**src/rtl/hazard_ctrl_pkg.sv**
```systemverilog
// rtl/hazard_ctrl_pkg.sv - opcode/func encodings, FSM states and stall arbitration for hazard_ctrl
package hazard_ctrl_pkg;

    localparam logic [5:0] OP_RTYPE = 6'b000000;
    localparam logic [5:0] OP_J     = 6'b000010;
    localparam logic [5:0] OP_JAL   = 6'b000011;
    localparam logic [5:0] OP_BEQ   = 6'b000100;
    localparam logic [5:0] OP_BNE   = 6'b000101;
    localparam logic [5:0] OP_LUI   = 6'b001111;
    localparam logic [5:0] OP_LW    = 6'b100011;
    localparam logic [5:0] OP_SW    = 6'b101011;
    localparam logic [5:0] FN_JR    = 6'b001000;

    typedef enum logic {
        ST_RUN   = 1'b0,
        ST_HOLD1 = 1'b1
    } hazard_state_t;

    // Stall cycles demanded by the hazard classes; the longest requirement wins.
    function automatic logic [1:0] hazard_stalls(input logic load_use,
                                                 input logic br_alu,
                                                 input logic br_load,
                                                 input logic br_mem_load);
        if (br_load)
            return 2'd2;
        else if (load_use || br_alu || br_mem_load)
            return 2'd1;
        else
            return 2'd0;
    endfunction

endpackage

```
**src/rtl/hazard_ctrl_if.sv**
```systemverilog
// rtl/hazard_ctrl_if.sv - decode-stage interlock bus between pipeline registers and hazard_ctrl
// Signals: id_op/id_func/id_rs/id_rt (ID fields), ex_dst/ex_reg_write/ex_mem_read (ID/EX),
//          mem_dst/mem_reg_write/mem_mem_read (EX/MEM), mem_wait; outputs pc_write, if_id_write,
//          control_sel, forward_c, forward_d, and stall_cycles when HAZARD_PERF_EN is defined.
// Modports: master = pipeline side, slave = hazard_ctrl.
interface hazard_ctrl_if #(
    parameter int REG_AW = 5,
    parameter int OP_W   = 6
`ifdef HAZARD_PERF_EN
    , parameter int PERF_W = 32
`endif
);
    logic [OP_W-1:0]   id_op;
    logic [OP_W-1:0]   id_func;
    logic [REG_AW-1:0] id_rs;
    logic [REG_AW-1:0] id_rt;
    logic [REG_AW-1:0] ex_dst;
    logic              ex_reg_write;
    logic              ex_mem_read;
    logic [REG_AW-1:0] mem_dst;
    logic              mem_reg_write;
    logic              mem_mem_read;
    logic              mem_wait;
    logic              pc_write;
    logic              if_id_write;
    logic              control_sel;
    logic              forward_c;
    logic              forward_d;
`ifdef HAZARD_PERF_EN
    logic [PERF_W-1:0] stall_cycles;
`endif

    modport master (
        output id_op, id_func, id_rs, id_rt,
        output ex_dst, ex_reg_write, ex_mem_read,
        output mem_dst, mem_reg_write, mem_mem_read, mem_wait,
        input  pc_write, if_id_write, control_sel, forward_c, forward_d
`ifdef HAZARD_PERF_EN
        , input stall_cycles
`endif
    );

    modport slave (
        input  id_op, id_func, id_rs, id_rt,
        input  ex_dst, ex_reg_write, ex_mem_read,
        input  mem_dst, mem_reg_write, mem_mem_read, mem_wait,
        output pc_write, if_id_write, control_sel, forward_c, forward_d
`ifdef HAZARD_PERF_EN
        , output stall_cycles
`endif
    );

endinterface

```
**src/rtl/hazard_cmp.sv**
```systemverilog
// rtl/hazard_cmp.sv - destination-vs-source register match with $0 exclusion
// Ports: dst, reg_write (producer); rs, rt, uses_rs, uses_rt (consumer in ID); match out.
module hazard_cmp #(
    parameter int REG_AW = 5
) (
    input  logic [REG_AW-1:0] dst,
    input  logic              reg_write,
    input  logic [REG_AW-1:0] rs,
    input  logic [REG_AW-1:0] rt,
    input  logic              uses_rs,
    input  logic              uses_rt,
    output logic              match
);

    assign match = (dst != '0) && reg_write &&
                   ((uses_rs && (dst == rs)) || (uses_rt && (dst == rt)));

endmodule

```
**src/rtl/hazard_ctrl.sv**
```systemverilog
// rtl/hazard_ctrl.sv - decode-stage interlock: load-use/branch stalls, bubbles, branch-compare forwarding
// Ports: clk, reset (sync, active-high), bus (hazard_ctrl_if.slave) carrying ID, ID/EX and EX/MEM
//        fields plus mem_wait in, and pc_write, if_id_write, control_sel, forward_c, forward_d out.
// Build option: HAZARD_PERF_EN adds bus.stall_cycles, a wrapping count of stall cycles.
module hazard_ctrl
    import hazard_ctrl_pkg::*;
#(
    parameter int REG_AW = 5,
    parameter int OP_W   = 6
`ifdef HAZARD_PERF_EN
    , parameter int PERF_W = 32
`endif
) (
    input  logic         clk,
    input  logic         reset,
    hazard_ctrl_if.slave bus
);

    hazard_state_t state_q, state_d;

    logic       is_br, uses_rs, uses_rt, is_rtype;
    logic       exm, memm;
    logic       fwd_c_raw, fwd_d_raw;
    logic       stall;
    logic [1:0] stall_need;

    // Instruction class decode for the instruction sitting in ID.
    always_comb begin
        is_rtype = (bus.id_op == OP_W'(OP_RTYPE));
        is_br    = (bus.id_op == OP_W'(OP_BEQ)) || (bus.id_op == OP_W'(OP_BNE)) ||
                   (is_rtype && (bus.id_func == OP_W'(FN_JR)));
        uses_rs  = !((bus.id_op == OP_W'(OP_J)) || (bus.id_op == OP_W'(OP_JAL)) ||
                     (bus.id_op == OP_W'(OP_LUI)));
        uses_rt  = (is_rtype && (bus.id_func != OP_W'(FN_JR))) ||
                   (bus.id_op == OP_W'(OP_BEQ)) || (bus.id_op == OP_W'(OP_BNE)) ||
                   (bus.id_op == OP_W'(OP_SW));
    end

    hazard_cmp #(.REG_AW(REG_AW)) u_cmp_ex (
        .dst      (bus.ex_dst),
        .reg_write(bus.ex_reg_write),
        .rs       (bus.id_rs),
        .rt       (bus.id_rt),
        .uses_rs  (uses_rs),
        .uses_rt  (uses_rt),
        .match    (exm)
    );

    hazard_cmp #(.REG_AW(REG_AW)) u_cmp_mem (
        .dst      (bus.mem_dst),
        .reg_write(bus.mem_reg_write),
        .rs       (bus.id_rs),
        .rt       (bus.id_rt),
        .uses_rs  (uses_rs),
        .uses_rt  (uses_rt),
        .match    (memm)
    );

    assign stall_need = hazard_stalls(bus.ex_mem_read && exm,
                                      is_br && exm && !bus.ex_mem_read,
                                      is_br && exm && bus.ex_mem_read,
                                      is_br && bus.mem_mem_read && memm);

    // Only ALU results are available in EX/MEM; a load there has no data yet.
    assign fwd_c_raw = is_br && bus.mem_reg_write && !bus.mem_mem_read &&
                       (bus.mem_dst != '0) && (bus.mem_dst == bus.id_rs);
    assign fwd_d_raw = is_br && bus.mem_reg_write && !bus.mem_mem_read &&
                       (bus.mem_dst != '0) && (bus.mem_dst == bus.id_rt);

    always_ff @(posedge clk) begin
        if (reset)
            state_q <= ST_RUN;
        else
            state_q <= state_d;
    end

    always_comb begin
        state_d = state_q;
        stall   = 1'b0;
        case (state_q)
            ST_RUN: begin
                if (stall_need != 2'd0)
                    stall = 1'b1;
                if (stall_need == 2'd2)
                    state_d = ST_HOLD1;
            end
            ST_HOLD1: begin
                stall   = 1'b1;
                state_d = ST_RUN;
            end
            default: state_d = ST_RUN;
        endcase
        // A memory wait freezes the whole pipeline, including any pending hold.
        if (bus.mem_wait)
            state_d = state_q;

        bus.pc_write    = 1'b1;
        bus.if_id_write = 1'b1;
        bus.control_sel = 1'b1;
        bus.forward_c   = fwd_c_raw;
        bus.forward_d   = fwd_d_raw;
        if (reset) begin
            bus.pc_write    = 1'b0;
            bus.if_id_write = 1'b0;
            bus.control_sel = 1'b0;
            bus.forward_c   = 1'b0;
            bus.forward_d   = 1'b0;
        end else if (bus.mem_wait) begin
            // Frozen, not bubbled: the instruction in ID keeps its control word.
            bus.pc_write    = 1'b0;
            bus.if_id_write = 1'b0;
        end else if (stall) begin
            bus.pc_write    = 1'b0;
            bus.if_id_write = 1'b0;
            bus.control_sel = 1'b0;
            bus.forward_c   = 1'b0;
            bus.forward_d   = 1'b0;
        end
    end

`ifdef HAZARD_PERF_EN
    logic [PERF_W-1:0] stall_q;

    always_ff @(posedge clk) begin
        if (reset)
            stall_q <= '0;
        else if (!bus.mem_wait && !bus.pc_write)
            stall_q <= stall_q + PERF_W'(1);
    end

    assign bus.stall_cycles = stall_q;
`endif

endmodule

```
**src/flat_wrapper.sv**
```systemverilog
// flat-port wrapper written by rule: the top's interface ports become plain ports
module hazard_ctrl_flat import hazard_ctrl_pkg::*;
#(
    parameter int REG_AW = 5,
    parameter int OP_W   = 6

)
  (clk, reset, bus_id_op, bus_id_func, bus_id_rs, bus_id_rt, bus_ex_dst, bus_ex_reg_write, bus_ex_mem_read, bus_mem_dst, bus_mem_reg_write, bus_mem_mem_read, bus_mem_wait, bus_pc_write, bus_if_id_write, bus_control_sel, bus_forward_c, bus_forward_d);
  hazard_ctrl_if #(.REG_AW(REG_AW), .OP_W(OP_W)) bus_i ();
  input  logic clk;
  input  logic reset;
  input wire logic [$bits(bus_i.id_op)-1:0] bus_id_op;
  input wire logic [$bits(bus_i.id_func)-1:0] bus_id_func;
  input wire logic [$bits(bus_i.id_rs)-1:0] bus_id_rs;
  input wire logic [$bits(bus_i.id_rt)-1:0] bus_id_rt;
  input wire logic [$bits(bus_i.ex_dst)-1:0] bus_ex_dst;
  input wire logic [$bits(bus_i.ex_reg_write)-1:0] bus_ex_reg_write;
  input wire logic [$bits(bus_i.ex_mem_read)-1:0] bus_ex_mem_read;
  input wire logic [$bits(bus_i.mem_dst)-1:0] bus_mem_dst;
  input wire logic [$bits(bus_i.mem_reg_write)-1:0] bus_mem_reg_write;
  input wire logic [$bits(bus_i.mem_mem_read)-1:0] bus_mem_mem_read;
  input wire logic [$bits(bus_i.mem_wait)-1:0] bus_mem_wait;
  output wire logic [$bits(bus_i.pc_write)-1:0] bus_pc_write;
  output wire logic [$bits(bus_i.if_id_write)-1:0] bus_if_id_write;
  output wire logic [$bits(bus_i.control_sel)-1:0] bus_control_sel;
  output wire logic [$bits(bus_i.forward_c)-1:0] bus_forward_c;
  output wire logic [$bits(bus_i.forward_d)-1:0] bus_forward_d;
  assign bus_i.id_op = bus_id_op;
  assign bus_i.id_func = bus_id_func;
  assign bus_i.id_rs = bus_id_rs;
  assign bus_i.id_rt = bus_id_rt;
  assign bus_i.ex_dst = bus_ex_dst;
  assign bus_i.ex_reg_write = bus_ex_reg_write;
  assign bus_i.ex_mem_read = bus_ex_mem_read;
  assign bus_i.mem_dst = bus_mem_dst;
  assign bus_i.mem_reg_write = bus_mem_reg_write;
  assign bus_i.mem_mem_read = bus_mem_mem_read;
  assign bus_i.mem_wait = bus_mem_wait;
  assign bus_pc_write = bus_i.pc_write;
  assign bus_if_id_write = bus_i.if_id_write;
  assign bus_control_sel = bus_i.control_sel;
  assign bus_forward_c = bus_i.forward_c;
  assign bus_forward_d = bus_i.forward_d;
  hazard_ctrl #(.REG_AW(REG_AW), .OP_W(OP_W)) u_core (.clk(clk), .reset(reset), .bus(bus_i));
endmodule
```
**config.mk**
```make
export PLATFORM = sky130hd
export DESIGN_NAME = hazard_ctrl_flat
export DESIGN_NICKNAME = d
export VERILOG_FILES = /design/src/rtl/hazard_ctrl_pkg.sv /design/src/rtl/hazard_ctrl_if.sv /design/src/rtl/hazard_cmp.sv /design/src/rtl/hazard_ctrl.sv /design/src/flat_wrapper.sv
export SDC_FILE = /design/constraint.sdc
export NUM_CORES = 1
export LEC_CHECK = 0
export ABC_AREA = 1
export BUFFER_PORTS_ARGS = -buffer_cell sky130_fd_sc_hd__buf_2
export CAP_MARGIN = 20
export CELL_PAD_IN_SITES_DETAIL_PLACEMENT = 0
export CELL_PAD_IN_SITES_GLOBAL_PLACEMENT = 1
export CORE_ASPECT_RATIO = 0.9
export CORE_MARGIN = 2
export CORE_UTILIZATION = 29
export CTS_BUF_LIST = sky130_fd_sc_hd__clkbuf_8
export DETAILED_ROUTE_END_ITERATION = 6
export HOLD_SLACK_MARGIN = 0.06
export PLACE_DENSITY = 0.87
export SLEW_MARGIN = 20
export SYNTH_ARGS = -nofsm -noshare
export SYNTH_HDL_FRONTEND = slang
export SYNTH_HIERARCHICAL = 1
export SYNTH_SLANG_ARGS = --single-unit
```
**constraint.sdc**
```tcl
create_clock -name clk -period 2.3 [get_ports clk]
set_clock_uncertainty 0.15 [all_clocks]
set_input_delay 0.115 -clock clk [delete_from_list [all_inputs] [get_ports clk]]
set_output_delay 0.115 -clock clk [all_outputs]
set_load 0.05 [all_outputs]
```
; After elaboration in Yosys (flattened, before gate mapping)
; Cells that the tools add are included.
[word_totals]
regBits = 1
input_bits = 39
out_inout_bits = 5
elab_cells = 71
[op_classes]
eq_ne = 13
muxes = 17
bitwise_logic = 1
n_reduce_logical = 39
[op_table]
columns = cell, count
row1 = 1-bit logical AND, 21
row2 = 5-bit == test, 4
row3 = 1-bit 2-to-1 mux, 14
row4 = "6-bit by 2-bit == test with 1-bit output, second input constant", 2
row5 = "6-bit by 3-bit == test with 1-bit output, second input constant", 2
row6 = "6-bit by 4-bit == test with 1-bit output, second input constant", 2
row7 = 1-bit logical OR, 11
row8 = 5-bit nonzero test, 2
row9 = "6-bit == test, second input constant", 1
row10 = 6-bit zero test, 1
row11 = "6-bit by 4-bit != test with 1-bit output, second input constant", 1
row12 = 1-bit one-hot mux with 2 select lines, 2
row13 = 1-bit zero test, 3
row14 = "2-bit == test, second input constant", 1
row15 = 2-bit 2-to-1 mux, 1
row16 = 2-bit nonzero test, 1
row17 = 1-bit inverter, 1

; Longest topological paths before layout
; Gate-level depths: netlist (run 1).
[depth]
ltp_word = 20
mapped_depth = 15

; Cells and area by module
; Netlist (run 1), hierarchy kept.
[by_module_without_submodules]
columns = module, n_inst, cells_per_inst, area_per_inst_um2, seq_area_each_um2
row1 = hazard_cmp, 2, 55, 216.5, 0.0
row2 = hazard_ctrl, 1, 64, 361.6, 20.0

; Least setup slack after synthesis (run 1)
; OpenSTA, ideal clock, no wires.
[synth_path]
path_type = input port to output port
startpoint = input bus_id_func[1]
endpoint = output bus_pc_write
t_arrival_ns = 2.604
t_required_ns = 2.035
setup_slack_ns = -0.569
cell_stages = 12
path_buffers = 1
cell_sequence = or2_1 -> o21ai_0 -> o211ai_1 -> nand2_1 -> nor2_1 -> nand3_1 -> a21oi_1 -> a21o_1 -> nand2_2 -> nand2_2 -> nor3_1 -> buf_4
[synth_via]
elab_chain_cells = 20
word_cells_on_any_way = 30
cone_classes = eq/ne: 2 / mux: 7 / reduce/logical: 21
[synth_lines]
columns = element, line_no
row1 = "start, declared", flat_wrapper.sv:13  ; input wire logic [$bits(bus_i.id_func)-1:0] bus_id_func;
row2 = 6-bit by 4-bit != test with 1-bit output *, hazard_ctrl.sv:34  ; uses_rt = (is_rtype && (bus.id_func != OP_W'(FN_JR))) ||
row3 = 1-bit logical AND *, hazard_ctrl.sv:34
row4 = 1-bit logical OR *, hazard_ctrl.sv:34
row5 = 1-bit logical OR * (2 in series), hazard_ctrl.sv:35  ; (bus.id_op == OP_W'(OP_BEQ)) || (bus.id_op == OP_W'(OP_BNE)) ||
row6 = net u_core.uses_rt, hazard_ctrl.sv:21  ; logic is_br, uses_rs, uses_rt, is_rtype;
row7 = 1-bit logical AND *, hazard_cmp.sv:16  ; ((uses_rs && (dst == rs)) || (uses_rt && (dst == rt)));
row8 = 1-bit logical OR *, hazard_cmp.sv:16
row9 = 1-bit logical AND *, hazard_cmp.sv:15  ; assign match = (dst != '0) && reg_write &&
row10 = net u_core.exm, hazard_ctrl.sv:22  ; logic exm, memm;
row11 = [1 not listed], -
row12 = 1-bit logical AND, hazard_ctrl.sv:60  ; is_br && exm && !bus.ex_mem_read,
row13 = 1-bit logical OR (2 in series), hazard_ctrl_pkg.sv:26  ; else if (load_use || br_alu || br_mem_load)
row14 = 1-bit 2-to-1 mux, hazard_ctrl_pkg.sv:26
row15 = 2-bit 2-to-1 mux *, hazard_ctrl_pkg.sv:24  ; if (br_load)
row16 = 2-bit nonzero test *, hazard_ctrl.sv:82  ; if (stall_need != 2'd0)
row17 = 1-bit 2-to-1 mux *, hazard_ctrl.sv:82
row18 = 1-bit one-hot mux with 2 select lines *, hazard_ctrl.sv:80  ; case (state_q)
row19 = 1-bit 2-to-1 mux * (3 in series), -
row20 = "end, declared", flat_wrapper.sv:23  ; output wire logic [$bits(bus_i.pc_write)-1:0] bus_pc_write;
; Mark *: on every way through the listed nets, which the timed path passes. The rest lies on a longest branch.

; Final worst setup path (run 1)
[layout_path]
startpoint = input bus_id_op[1]
endpoint = output bus_forward_c
[layout_via]
elab_chain_cells = 20
word_cells_on_any_way = 45
cone_classes = eq/ne: 6 / mux: 7 / reduce/logical: 32
[layout_lines]
columns = element, line_no
row1 = "start, declared", flat_wrapper.sv:12  ; input wire logic [$bits(bus_i.id_op)-1:0] bus_id_op;
row2 = 6-bit zero test, hazard_ctrl.sv:29  ; is_rtype = (bus.id_op == OP_W'(OP_RTYPE));
row3 = 1-bit logical AND, hazard_ctrl.sv:34
row4 = 1-bit logical OR, hazard_ctrl.sv:34
row5 = 1-bit logical OR, hazard_ctrl.sv:35
row6 = 1-bit logical OR *, hazard_ctrl.sv:35
row7 = net u_core.uses_rt, hazard_ctrl.sv:21
row8 = 1-bit logical AND *, hazard_cmp.sv:16
row9 = 1-bit logical OR *, hazard_cmp.sv:16
row10 = [1 not listed], -
row11 = net u_core.exm, hazard_ctrl.sv:22
row12 = [4 not listed], -
row13 = 1-bit 2-to-1 mux, hazard_ctrl_pkg.sv:26
row14 = 2-bit 2-to-1 mux *, hazard_ctrl_pkg.sv:24
row15 = 2-bit nonzero test *, hazard_ctrl.sv:82
row16 = 1-bit 2-to-1 mux *, hazard_ctrl.sv:82
row17 = 1-bit one-hot mux with 2 select lines *, hazard_ctrl.sv:80
row18 = 1-bit 2-to-1 mux *, hazard_ctrl.sv:112  ; end else if (stall) begin
row19 = 1-bit 2-to-1 mux *, hazard_ctrl.sv:108  ; end else if (bus.mem_wait) begin
row20 = 1-bit 2-to-1 mux *, hazard_ctrl.sv:102  ; if (reset) begin
row21 = "end, declared", flat_wrapper.sv:26  ; output wire logic [$bits(bus_i.forward_c)-1:0] bus_forward_c;
; Marks and branches as above.

==> impl_metrics.yaml, run 1 <==
outcome:
  status: "complete, no violations"
drt:
  wl_per_cell_um: 9.22
  drcViolationCount: 0
  final_antenna_net_count: 0
  drt_iter0_drc: 60
  num_vias: 1077
  wirelength_um: 2250
  first_pass_iters: 4
  viasPerCell: 4.41
layout:
  largest_register_ffs: 1
  fin_nets: 257
  n_antenna_cell: 0
  final_cell_mix: "nand2_1, buf_2, inv_1"
  instances_no_fill: 244
  drive_gt1_frac: 0.259
  final_common_cell: "nand2_1"
  fillers: 306
  design_area_um2: 1060
  area_growth_pct: 34.0
  top_register: "u_core/state_q"
  top_regs: "u_core/state_q x1"
pwr:
  p_leak_nw: 0.676
  combinationalPowerShare: 0.899
  power_frac_clock: 0
  ir_drop_v: 0.0000771
  switching_share: 0.544
  net-switching-power_mw: 0.102
  internal-power_mw: 0.0857
  powerDensity_nw_per_um2: 177
  seqPwrFrac: 0.101
synthesis:
  syn_area_per_cell_um2: 4.57
  syn_nets: 213
  synth_cell_types: 19
  synth-seq-cells: 1
  synthesis.area_um2: 795
  yosysWarnings: 6
  ys_seq_area_frac: 0.0252
  synth_cells: 174
floorplanning:
  die_w_um: 59.2
  pin_count: 44
  core_area_um2: 2530
  dieArea_um2: 3180
  rows: 17
  initial_utilization: 0.314
  fp.dieH_um: 53.7
placed_design:
  port_buffers: 43
  placed_cells: 244
  place_congestion: 0.918
  post_dp_cell_area_um2: 1050
  hpwlAfterDp_um: 1980
critical_path:
  setup.worst_path.class: "in -> out"
  r2r_start: "u_core/state_q"
  reg2reg_slack_ns: 1.53
  reg2reg_depth: 3
  critPathLaunchType: "input port"
  worstPathMaxFanout: 4
  worstPathArrival_ns: 1.82
  end_kind: "primary output"
  critPathRequiredTime_ns: 2.04
  timing.rr.end: "u_core/state_q"
global_route:
  grt_start_max_net_pins: 8
  grt_pass1_vias: 925
  grt_pass1_wl_um: 3720
  gr-total-overflow: 0
  grt_usage: 0.145
  antenna_found_initial: 0
clocking:
  cts_hold_buf: 0
  insertion_delay_ns: 0
  cts.clk_slew.worst_paths_ns: 0
  cts_setup_buffers: 0
timing:
  relSlewSlack: 0.816
  finalHoldViolations: 0
  max_freq_mhz: 480
  min_period_ns: 2.08
  report.final.slew_viol_count: 0
  setup_viol: 0
  rsz0062_at_grt: "no"
  finalSetupTns_ns: 0
  tightest_slew_ns: 0.274
  period_share: 0.906
min_path:
  hp-class: "in -> reg"
  hold_start: "bus_ex_mem_read"
  holdPathEnd: "u_core/state_q"
  whs_path_depth: 3
run:
  cap_violations: 0
==> timing repair <==
action | in CTS | in global routing
setup endpoints to repair | 0 | 3
hold endpoints to repair | 0 | 0
gates resized for setup | 0 | 10
==> synth_stat cells <==
cell type,count,share of area
o211ai_1,1,0.0095
nand2_2,7,0.055
o21ai_0,5,0.031
nor3_1,5,0.031
or2_0,1,0.0079
inv_2,2,0.0095
dfxtp_1,1,0.025
nand4_1,3,0.024
nand2_1,62,0.29
inv_1,33,0.16
or2_1,1,0.0079
a21o_1,1,0.0095
nand3_1,10,0.063
nor2_1,26,0.12
nand3b_1,1,0.0095
xnor2_1,6,0.066
buf_4,1,0.0095
xor2_1,4,0.044
a21oi_1,4,0.025
==> worst max-delay path by stage <==
| stage | endpoint | slack [ns] | from | depth (start not counted) |
|---|---|---|---|---|
| after global routing | bus_forward_c | 0.02 | bus_id_op[2] | 17 |
| after CTS | bus_forward_c | 0.12 | bus_id_op[2] | 17 |
| after global placement | bus_forward_d | 0.19 | bus_id_op[2] | 17 |
| after floorplan | bus_forward_c | 0.13 | bus_id_func[1] | 13 |
| final | bus_forward_c | 0.22 | bus_id_op[1] | 16 |
| after detailed placement | bus_forward_c | 0.13 | bus_id_op[2] | 17 |
==> logic make-up (layout without fill, tap and decap cells) <==
| group | count (synthesis) | in the layout | synth area share |
|---|---|---|---|
| simple gates | 116 | 116 | 0.614 |
| buf+inv | 36 | 78 | 0.175 |
| compound gates | 11 | 11 | 0.0756 |
| xor+xnor | 10 | 10 | 0.110 |
| flops | 1 | 1 | 0.0252 |
==> cell type report <==
type	count	area (um2)	area share
flip-flops and latches	1	20.0	0.0188
well taps	28	35.0	0.0329
repair buffers	43	223	0.209
inverters	35	131	0.123
multi-input cells	137	656	0.616
==> worst max-delay path, stage by stage <==
cell and delay [ns]:
buf_2 0.12, or2_0 0.19, nor2_1 0.13, o21ai_1 0.08
o211ai_1 0.12, nand2_1 0.08, nor2_1 0.11, nand3_1 0.10
a21oi_2 0.20, a21o_1 0.11, nand2_2 0.05, nand2_2 0.09
nand2_2 0.05, nand2_2 0.07, nor2_1 0.04, buf_4 0.18
==> power groups by stage <==
| stage | clock (mW) | combinational (mW) | sequential [mW] |
|---|---|---|---|
| floorplan | 0 | 0.0947 | 0.0190 |
| CTS | 0 | 0.167 | 0.0191 |
| finish | 0 | 0.169 | 0.0191 |
| detailed placement | 0 | 0.167 | 0.0191 |
| global route | 0 | 0.194 | 0.0192 |
| global placement | 0 | 0.168 | 0.0191 |
==> stage by stage <==
stage / worst slack, ns / hold WS, ns / utilization / power [mW]
final: 0.216 / 0.258 / 0.421 / 0.188
after detailed placement: 0.129 / 0.262 / 0.414 / 0.186
after global routing: 0.0247 / 0.283 / 0.421 / 0.213
after CTS: 0.123 / 0.264 / 0.414 / 0.186
after floorplan: 0.133 / 0.130 / - / 0.114
after global placement: 0.191 / 0.267 / 0.414 / 0.187
==> routing by layer <==
metal / vias up / part of all wire / routed length [um] / GRT usage
met4: 0 / 0 / 0 / 0
met1: 441 / 0.48 / 1090 / 0.201
met2: 32 / 0.46 / 1030 / 0.267
met5: - / 0 / 0 / 0
met3: 0 / 0.060 / 136 / 0.00481
li1: 604 / - / - / -
(Power assumes the default switching activity.)
==> run 2: changes to the inputs <==
ABC_AREA = not set   (was 1)
CORE_UTILIZATION = 30   (was 29)
PLACE_DENSITY = 0.86   (was 0.87)
==> impl_metrics.yaml, run 2 <==
synthesis:
  synthMostInstantiatedCell: "xor2_1"
  yosys.area.top_type_share: 0.297
  synth_adder_area_share: 0
  synth-main-ff-cell: "dfxtp_1"
  async_reset_ff_frac: 0
  synth-xor-area-share: 0.405
  yosys.area_share.simple: 0.383
  yosysWarnings: 6
  synth_top_family_by_area: "XOR/XNOR gates"
  yosys-top-cells-area: "xor2_1, xnor2_1, nand3_1"
  yosys.area.top_type: "xor2_1"
  ys_seq_area_frac: 0.0308
  synth-seq-cells: 1
  synth.area.mux_share: 0
  syn_nets: 127
  synth_compound_area_frac: 0.158
  synth_cell_types: 28
  syn_area_per_cell_um2: 7.38
  synth_cells: 88
  synth_edf_count: 0
  synthesis.area_um2: 649
  synthTopCellsByCount: "xor2_1, nand3_1, xnor2_1, nand2_1"
pwr:
  power_frac_clock: 0
  p_leak_nw: 0.457
  switching_share: 0.483
  powerDensity_nw_per_um2: 179
  total_power_mw: 0.183
  internal-power_mw: 0.0947
  net-switching-power_mw: 0.0884
  combinationalPowerShare: 0.903
  seqPwrFrac: 0.097
  ir_drop_v: 0.000103
timing:
  period_share: 0.967
  setup_viol: 0
  finalHoldViolations: 0
  rsz0062_at_grt: "yes"
  min_period_ns: 2.22
  relSlewSlack: 0.752
  max_freq_mhz: 450
  holdWs_ns: 0.204
  report.final.slew_viol_count: 0
  tightest_slew_ns: 0.372
placed_design:
  place_congestion: 0.723
  post_dp_cell_area_um2: 986
  placed_cells: 168
  hpwlAfterDp_um: 1720
  port_buffers: 43
critical_path:
  worstPathArrival_ns: 1.96
  cp_cell_sequence: "buf_2, or4_1, o21ai_1, a21oi_2, a211oi_2, nor2_1, a2111oi_2, and4_1, buf_6"
  reg2reg_slack_ns: 1.31
  setup.worst_path.class: "in -> out"
  timing.rr.end: "u_core/state_q"
  critPathLaunchType: "input port"
  slowest_stage: "or4_1"
  critPathRequiredTime_ns: 2.04
  slowest_delay_ns: 0.50
  reg2reg_depth: 2
  r2r_start: "u_core/state_q"
  worstPathMaxFanout: 2
  end_kind: "primary output"
clocking:
  insertion_delay_ns: 0
  cts.clk_slew.worst_paths_ns: 0
  cts_setup_buffers: 0
  cts_hold_buf: 0
layout:
  n_antenna_cell: 0
  drive_gt1_frac: 0.455
  final_cell_mix: "buf_2, xor2_1, buf_4"
  fin_nets: 184
  area_growth_pct: 57.6
  final_common_cell: "buf_2"
  finish.utilization: 0.519
  top_register: "u_core/state_q"
  fillers: 210
  top_regs: "u_core/state_q x1"
  largest_register_ffs: 1
  design_area_um2: 1020
  instances_no_fill: 168
drt:
  final_antenna_net_count: 0
  wirelength_um: 1950
  drcViolationCount: 0
  viasPerCell: 4.98
  drt_iter0_drc: 11
  first_pass_iters: 4
  wl_per_cell_um: 11.6
  num_vias: 836
global_route:
  grt_usage: 0.149
  gr-total-overflow: 0
  antenna_found_initial: 0
  grt_pass1_vias: 706
  grt_start_max_net_pins: 7
  grt_pass1_wl_um: 2970
outcome:
  status: "complete, no violations"
min_path:
  hp-class: "in -> reg"
  whs_path_depth: 2
  hold_start: "reset"
  holdPathEnd: "u_core/state_q"
floorplanning:
  rows: 15
  core_area_um2: 1970
  initial_utilization: 0.330
  die_w_um: 53.0
  pin_count: 44
  dieArea_um2: 2550
  fp.dieH_um: 48.1
run:
  cap_violations: 0
-- run 2: changes by cell type in the layout (fill, tap and decap cells not counted), moves of 3 or more --
cell,delta
buf_6,+4
buf_4,+10
xor2_1,+18
nor2_1,-20
or4_1,+3
o21ai_0,-3
inv_1,-31
nand2_2,-7
nand2_1,-55
-- run 2: layout make-up --
class / instances / area, um2 / share of cell area
inverters: 2 / 7.51 / 0.00733
repair buffers: 56 / 338 / 0.330
flip-flops and latches: 1 / 20.0 / 0.0196
multi-input cells: 84 / 627 / 0.612
well taps: 25 / 31.3 / 0.0306
-- run 2: power groups by stage --
stage / logic (mW) / registers [mW] / clock network (mW)
final: 0.165 / 0.0177 / 0
after global routing: 0.181 / 0.0177 / 0
after CTS: 0.163 / 0.0177 / 0
after detailed placement: 0.162 / 0.0177 / 0
after global placement: 0.159 / 0.0177 / 0
after floorplan: 0.0782 / 0.0177 / 0
-- run 2: worst max path at each step --
stage                         from             to  depth (start not counted)
floorplan            bus_ex_dst[0]  bus_forward_c                          7
global route        bus_id_func[1]  bus_forward_c                         12
detailed placement  bus_id_func[1]  bus_forward_c                         12
CTS                 bus_id_func[1]  bus_forward_c                         12
global placement    bus_id_func[1]  bus_forward_d                         12
finish               bus_ex_dst[0]  bus_forward_d                          9
-- run 2: logic make-up after synthesis --
family                 after synthesis
XOR/XNOR                            30
AND/OR/NAND/NOR                     39
AO/OA/AOI/OAI                       15
buffers and inverters                3
flip-flops                           1
-- run 2: stage by stage --
| step | worst slack [ns] | TNS (ns) |
|---|---|---|
| floorplan | 0.0654 | 0 |
| global placement | -0.125 | -0.247 |
| detailed placement | -0.192 | -0.374 |
| CTS | 0.0386 | 0 |
| global route | -0.0638 | -0.165 |
| finish | 0.0753 | 0 |
-- run 2: routing by layer --
layer  wire [um]  GRT usage  vias to the layer above
li1            -          -                      433
met3         137    0.00307                        0
met2         965      0.288                       32
met1         851      0.202                      371
met5           0          0                        -
met4           0          0                        0
-- run 2: critical path, delay by kind of cell --
kind	cells	cell delay [ns]
compound gates	4	0.72
buf+inv	2	0.26
simple gates	3	0.85
-- run 2: timing repair --
| action | 4_1_cts | 5_1_grt |
|---|---|---|
| resized for setup | 5 | 5 |
| setup endpoints to repair | 2 | 2 |
| hold endpoints to repair | 0 | 0 |
| pin swaps | 4 | 3 |
